===== src/rtl/caf_freq_max_select_if.sv =====
// rtl/caf_freq_max_select_if.sv - per-bin result input and sweep result output bundle for caf_freq_max_select
interface caf_freq_max_select_if #(
    parameter int MAX_BITS        = 4,
    parameter int INDEX_BITS      = 4,
    parameter int FREQ_INDEX_BITS = 3
);
    // Per-bin result from arg_max
    logic                       m_axis_tvalid;
    logic [MAX_BITS-1:0]        in_max;
    logic [INDEX_BITS-1:0]      in_index;
    logic                       s_axis_tready;

    // Detection threshold, sampled when a sweep completes
    logic [MAX_BITS-1:0]        threshold;

    // Sweep result toward the CAF output/control logic
    logic                       s_axis_tvalid;
    logic                       m_axis_tready;
    logic [MAX_BITS-1:0]        out_max;
    logic [INDEX_BITS-1:0]      time_index;
    logic [FREQ_INDEX_BITS-1:0] freq_index;
    logic                       detect;

    // Environment side: supplies bin results, threshold and downstream ready
    modport master (
        output m_axis_tvalid, in_max, in_index, threshold, m_axis_tready,
        input  s_axis_tready, s_axis_tvalid, out_max, time_index, freq_index, detect
    );

    // Block side
    modport slave (
        input  m_axis_tvalid, in_max, in_index, threshold, m_axis_tready,
        output s_axis_tready, s_axis_tvalid, out_max, time_index, freq_index, detect
    );
endinterface


===== src/rtl/caf_freq_max_select.sv =====
// rtl/caf_freq_max_select.sv - picks the global CAF peak across one sweep of frequency bins
module caf_freq_max_select #(
    parameter int FREQ_BINS       = 8,
    parameter int FREQ_INDEX_BITS = 3,
    parameter int INDEX_BITS      = 4,
    parameter int MAX_BITS        = 4
) (
    input  logic                 clk,
    input  logic                 rst,
    caf_freq_max_select_if.slave bus
);

    typedef enum logic {
        ACCUM = 1'b0,
        HOLD  = 1'b1
    } state_t;

    localparam logic [FREQ_INDEX_BITS-1:0] LAST_BIN = FREQ_INDEX_BITS'(FREQ_BINS - 1);
    localparam logic [FREQ_INDEX_BITS-1:0] ONE_BIN  = FREQ_INDEX_BITS'(1);

    state_t state;
    state_t state_next;

    logic [FREQ_INDEX_BITS-1:0] bin_cnt;
    logic [MAX_BITS-1:0]        run_max;
    logic [INDEX_BITS-1:0]      run_time;
    logic [FREQ_INDEX_BITS-1:0] run_freq;

    logic                       tready_r;
    logic                       tvalid_r;
    logic [MAX_BITS-1:0]        out_max_r;
    logic [INDEX_BITS-1:0]      time_index_r;
    logic [FREQ_INDEX_BITS-1:0] freq_index_r;
    logic                       detect_r;

    logic                       accept;
    logic                       take;
    logic                       last_bin;
    logic                       complete;
    logic                       release_hs;
    logic [MAX_BITS-1:0]        upd_max;
    logic [INDEX_BITS-1:0]      upd_time;
    logic [FREQ_INDEX_BITS-1:0] upd_freq;

    // Running-peak update for the current beat and sweep/handshake events
    always_comb begin
        accept     = bus.m_axis_tvalid & tready_r;
        // Bin 0 always seeds the running peak; later bins must be strictly larger so ties keep the earlier bin
        take       = accept & ((bin_cnt == '0) | (bus.in_max > run_max));
        upd_max    = take ? bus.in_max   : run_max;
        upd_time   = take ? bus.in_index : run_time;
        upd_freq   = take ? bin_cnt      : run_freq;
        last_bin   = (bin_cnt == LAST_BIN);
        complete   = accept & last_bin;
        release_hs = tvalid_r & bus.m_axis_tready;
    end

    // Next-state: accumulate until the last bin is taken, then hold until downstream takes the result
    always_comb begin
        state_next = state;
        case (state)
            ACCUM: if (complete)   state_next = HOLD;
            HOLD:  if (release_hs) state_next = ACCUM;
            default:               state_next = ACCUM;
        endcase
    end

    // State register
    always_ff @(posedge clk) begin
        if (rst) begin
            state <= ACCUM;
        end else begin
            state <= state_next;
        end
    end

    // Running peak, bin counter and registered sweep result
    always_ff @(posedge clk) begin
        if (rst) begin
            bin_cnt      <= '0;
            run_max      <= '0;
            run_time     <= '0;
            run_freq     <= '0;
            tready_r     <= 1'b0;
            tvalid_r     <= 1'b0;
            out_max_r    <= '0;
            time_index_r <= '0;
            freq_index_r <= '0;
            detect_r     <= 1'b0;
        end else begin
            // Ready only while accumulating, so input accept and output handshake never share a cycle
            tready_r <= (state_next == ACCUM);
            if (accept) begin
                run_max  <= upd_max;
                run_time <= upd_time;
                run_freq <= upd_freq;
                bin_cnt  <= last_bin ? '0 : bin_cnt + ONE_BIN;
            end
            if (complete) begin
                out_max_r    <= upd_max;
                time_index_r <= upd_time;
                freq_index_r <= upd_freq;
                detect_r     <= (upd_max >= bus.threshold);
                tvalid_r     <= 1'b1;
            end else if (release_hs) begin
                tvalid_r     <= 1'b0;
            end
        end
    end

    assign bus.s_axis_tready = tready_r;
    assign bus.s_axis_tvalid = tvalid_r;
    assign bus.out_max       = out_max_r;
    assign bus.time_index    = time_index_r;
    assign bus.freq_index    = freq_index_r;
    assign bus.detect        = detect_r;

endmodule

===== src/flat_wrapper.sv =====
// flat-port wrapper written by rule: the top's interface ports become plain ports
module caf_freq_max_select_flat 
#(
    parameter int FREQ_BINS       = 8,
    parameter int FREQ_INDEX_BITS = 3,
    parameter int INDEX_BITS      = 4,
    parameter int MAX_BITS        = 4
)
  (clk, rst, bus_m_axis_tvalid, bus_in_max, bus_in_index, bus_threshold, bus_m_axis_tready, bus_s_axis_tready, bus_s_axis_tvalid, bus_out_max, bus_time_index, bus_freq_index, bus_detect);
  caf_freq_max_select_if #(.MAX_BITS(MAX_BITS), .INDEX_BITS(INDEX_BITS), .FREQ_INDEX_BITS(FREQ_INDEX_BITS)) bus_i ();
  input  logic clk;
  input  logic rst;
  input wire logic [$bits(bus_i.m_axis_tvalid)-1:0] bus_m_axis_tvalid;
  input wire logic [$bits(bus_i.in_max)-1:0] bus_in_max;
  input wire logic [$bits(bus_i.in_index)-1:0] bus_in_index;
  input wire logic [$bits(bus_i.threshold)-1:0] bus_threshold;
  input wire logic [$bits(bus_i.m_axis_tready)-1:0] bus_m_axis_tready;
  output wire logic [$bits(bus_i.s_axis_tready)-1:0] bus_s_axis_tready;
  output wire logic [$bits(bus_i.s_axis_tvalid)-1:0] bus_s_axis_tvalid;
  output wire logic [$bits(bus_i.out_max)-1:0] bus_out_max;
  output wire logic [$bits(bus_i.time_index)-1:0] bus_time_index;
  output wire logic [$bits(bus_i.freq_index)-1:0] bus_freq_index;
  output wire logic [$bits(bus_i.detect)-1:0] bus_detect;
  assign bus_i.m_axis_tvalid = bus_m_axis_tvalid;
  assign bus_i.in_max = bus_in_max;
  assign bus_i.in_index = bus_in_index;
  assign bus_i.threshold = bus_threshold;
  assign bus_i.m_axis_tready = bus_m_axis_tready;
  assign bus_s_axis_tready = bus_i.s_axis_tready;
  assign bus_s_axis_tvalid = bus_i.s_axis_tvalid;
  assign bus_out_max = bus_i.out_max;
  assign bus_time_index = bus_i.time_index;
  assign bus_freq_index = bus_i.freq_index;
  assign bus_detect = bus_i.detect;
  caf_freq_max_select #(.FREQ_BINS(FREQ_BINS), .FREQ_INDEX_BITS(FREQ_INDEX_BITS), .INDEX_BITS(INDEX_BITS), .MAX_BITS(MAX_BITS)) u_core (.clk(clk), .rst(rst), .bus(bus_i));
endmodule

===== config.mk =====
export PLATFORM = sky130hd
export DESIGN_NAME = caf_freq_max_select_flat
export DESIGN_NICKNAME = d
export VERILOG_FILES = /design/src/rtl/caf_freq_max_select_if.sv /design/src/rtl/caf_freq_max_select.sv /design/src/flat_wrapper.sv
export SDC_FILE = /design/constraint.sdc
export NUM_CORES = 1
export LEC_CHECK = 0
export BUFFER_PORTS_ARGS = -buffer_cell sky130_fd_sc_hd__buf_2
export CAP_MARGIN = 40
export CORE_UTILIZATION = 48
export DETAILED_ROUTE_END_ITERATION = 8
export PLACE_DENSITY = 0.82
export SYNTH_ARGS = -nofsm -noshare
export SYNTH_HDL_FRONTEND = slang
export SYNTH_SLANG_ARGS = --single-unit

===== constraint.sdc =====
create_clock -name clk -period 2.53 [get_ports clk]
set_input_delay 0.253 -clock clk [delete_from_list [all_inputs] [get_ports clk]]
set_output_delay 0.253 -clock clk [all_outputs]
set_load 0.005 [all_outputs]

==> impl_metrics.ini <==
[outcome]
outcome = finished clean

[clock_tree]
clk_pin_slew_worst_paths_ns = 0.09
cts_max_path_buffers = 2
holdBufCountCts = 0
clock-sinks = 29
cts_tree = built
cts_buffers = 5
htreeDepth = 2
clock_latency_ns = 0.32
cts_root_buffer = clkbuf_4

[floorplan]
coreArea_sq_um = 2780
initial_core_util = 0.508
die_h_microns = 56.3
die_x_microns = 56.3
rows = 19
dieArea_sq_um = 3160
pin_count = 30

[final_layout]
fin_nets = 216
final_util = 0.650
syn_to_final_growth_pct = 28.0
insertedDiodeCount = 0
final_layout_size_suffix_gt1_frac = 0.326
final_common_cell = buf_2
mostFrequentLayoutCells = buf_2 (29), dfxtp_1 (26), nor2_1 (23)
nFillCells = 222

[power]
irDropWorstVdd_uv = 666
p_per_area_nw_per_um2 = 571
static-leakage-power_nw = 0.835

[worst_setup_path]
regToRegSetupSlack_ns = 0.03
crit_type = reg -> reg
r2r.worst_path.cells = 11
r2r_start = u_core.run_max[1]
crit_path_start = u_core.run_max[1]
worstReg2RegEnd = u_core.bus.detect
cp-start-kind = flip-flop
critPathMaxFanout = 4
cp.required_ns = 2.78
worstPathArrival_ns = 2.75
critPathCaptureType = flip-flop

[min_path]
min_to = u_core.run_time[2]
hp-start = bus_in_index[2]
min_path_type = in -> reg
whs_path_depth = 3

[timing]
relSlewSlack = 0.661
worst_slew_pin_slew_ns = 0.509
setup_violations = 0
fin_tns_setup_ns = 0
fin_ws_ns = 0.0301
drv_slew = 0
fin_crit_sh = 0.988
fin_skew_ns = 0.00682
final.min_clock_period_ns = 2.50
hold_viol_final = 0
fmax_ghz = 0.400

[yosys]
synthDistinctLibCells = 31
synth_top_cell_area_share = 0.411
synth_area_sq_um = 1410
ys_seq_elements = 29
ys_top_cells_by_area = dfxtp_1 (41%), mux2i_1 (11%), ha_1 (9.7%)
ys_warn_count = 0
ys_seq_area_frac = 0.411
synth_top_cell_by_area = dfxtp_1
synth_nets = 175
synth.avg_cell_area_sq_um = 9.54
synthCells = 148

[global_routing]
met3_usage = 0.0484
grt_max_degree = 31
grt_usage = 0.206
use_met1 = 0.230
grtUsageMet2 = 0.369
grt_pass1_vias = 1174
busiest_layer = met2
grt_pass1_wl_mm = 5.03
gr-total-overflow = 0
antenna_found_initial = 0

[route]
dr.pass1.iters = 4
drtAntennaViolNets = 0
wl_per_cell_microns = 14.6
drt_iter0_drc = 43
routed_via_density = 5.38
wirelength_mm = 3.22
drc = 0
vias = 1190

[job]
cap_violations = 0

[placed_design]
preCtsSetupSlack_ns = -0.0701
place.gp.congestion = 0.831
dp_hpwl_mm = 2.22
portBuffers = 29
## final cells by class
cell class | instances | area [sq um] | area share
well taps | 31 | 38.8 | 0.0215
multi-input cells | 104 | 835 | 0.462
inverters | 9 | 33.8 | 0.0187
clock inverters | 1 | 30.0 | 0.0166
clock buffers | 7 | 55.1 | 0.0304
repair buffers | 40 | 231 | 0.128
flip-flops and latches | 29 | 584 | 0.323
## per-stage QoR
step	cells	hold slack (ns)	instance area (sq um)	power, W
after floorplan	148	0.357	1410	0.000569
after global placement	209	0.470	1620	0.000604
after detailed placement	209	0.480	1620	0.000613
after CTS	218	0.185	1740	0.00102
after global routing	221	0.204	1810	0.00107
final	221	0.191	1810	0.00103
## timing repair
| item | CTS | global route |
|---|---|---|
| resized for setup | 6 | 8 |
| endpoints found under the setup margin | 1 | 1 |
| pin swaps | 1 | 2 |
| setup buffers | 1 | 3 |
## synth_stat cells
master and instances:
a211oi_1 8, a21o_1 1, a21oi_1 5, a21oi_2 1, a21oi_4 1, a311oi_1 3, a31oi_1 1, and3_1 1
buf_1 1, buf_6 1, clkbuf_1 4, dfxtp_1 29, ha_1 11, inv_1 9, mux2_1 1, mux2_4 2
mux2i_1 16, nand2_1 6, nand2_2 1, nand2b_1 2, nand3_1 6, nand3b_1 1, nand4_2 1, nor2_1 23
nor2b_1 7, nor3_1 1, o2111ai_2 1, o211a_1 1, o21a_1 1, o21ai_0 1, o41ai_1 1
## layer usage
layer / share of wire / routed length (microns) / vias up
met1: 0.41 / 1330 / 544
met2: 0.53 / 1700 / 35
met3: 0.038 / 124 / 9
met4: 0.021 / 69 / 0
li1: - / - / 602
met5: 0 / 0 / -
## state kept, by name (all words and copies together), names as in the netlist
name	cells
u_core.bin_cnt	3
u_core.bus.detect	1
u_core.bus.freq_index	3
u_core.bus.out_max	4
u_core.bus.s_axis_tready	1
u_core.bus.s_axis_tvalid	1
u_core.bus.time_index	4
u_core.run_freq	3
u_core.run_max	4
u_core.run_time	4
u_core.state	1
## critical path, stage by stage, from the launching register on
cell and delay (ns):
dfxtp_2 0.35, inv_1 0.06, ha_4 0.29, nor2b_4 0.17, o2111ai_4 0.14, a21oi_4 0.25, buf_6 0.15, mux2_4 0.30
ha_1 0.29, nor2b_1 0.17, o21ai_1 0.07, a211oi_1 0.18
## report_power, final
group / switching (W) / total, W / internal [W]
sequential: 0.00000859 / 0.000475 / 0.000466
combinational: 0.0000825 / 0.000163 / 0.0000807
clock: 0.000159 / 0.000395 / 0.000236
## worst max path at each step
stage                                   end  cells past startpoint
after floorplan           u_core.bus.detect                     13
after detailed placement  u_core.bus.detect                     12
after global placement    u_core.bus.detect                     11
final                     u_core.bus.detect                     11
after global routing      u_core.bus.detect                     11
after CTS                 u_core.bus.detect                     11
## kinds of logic (layout without fill, tap and decap cells)
group,count (synthesis),after routing,share of synthesized area
AOI/OAI and AO/OA,25,25,0.139
adders and majority gates,11,11,0.0974
buffers and inverters,15,57,0.0452
DFF,29,29,0.411
muxes,19,19,0.143
and+or+nand+nor,49,49,0.165
Power figures use the tool's default switching activity.
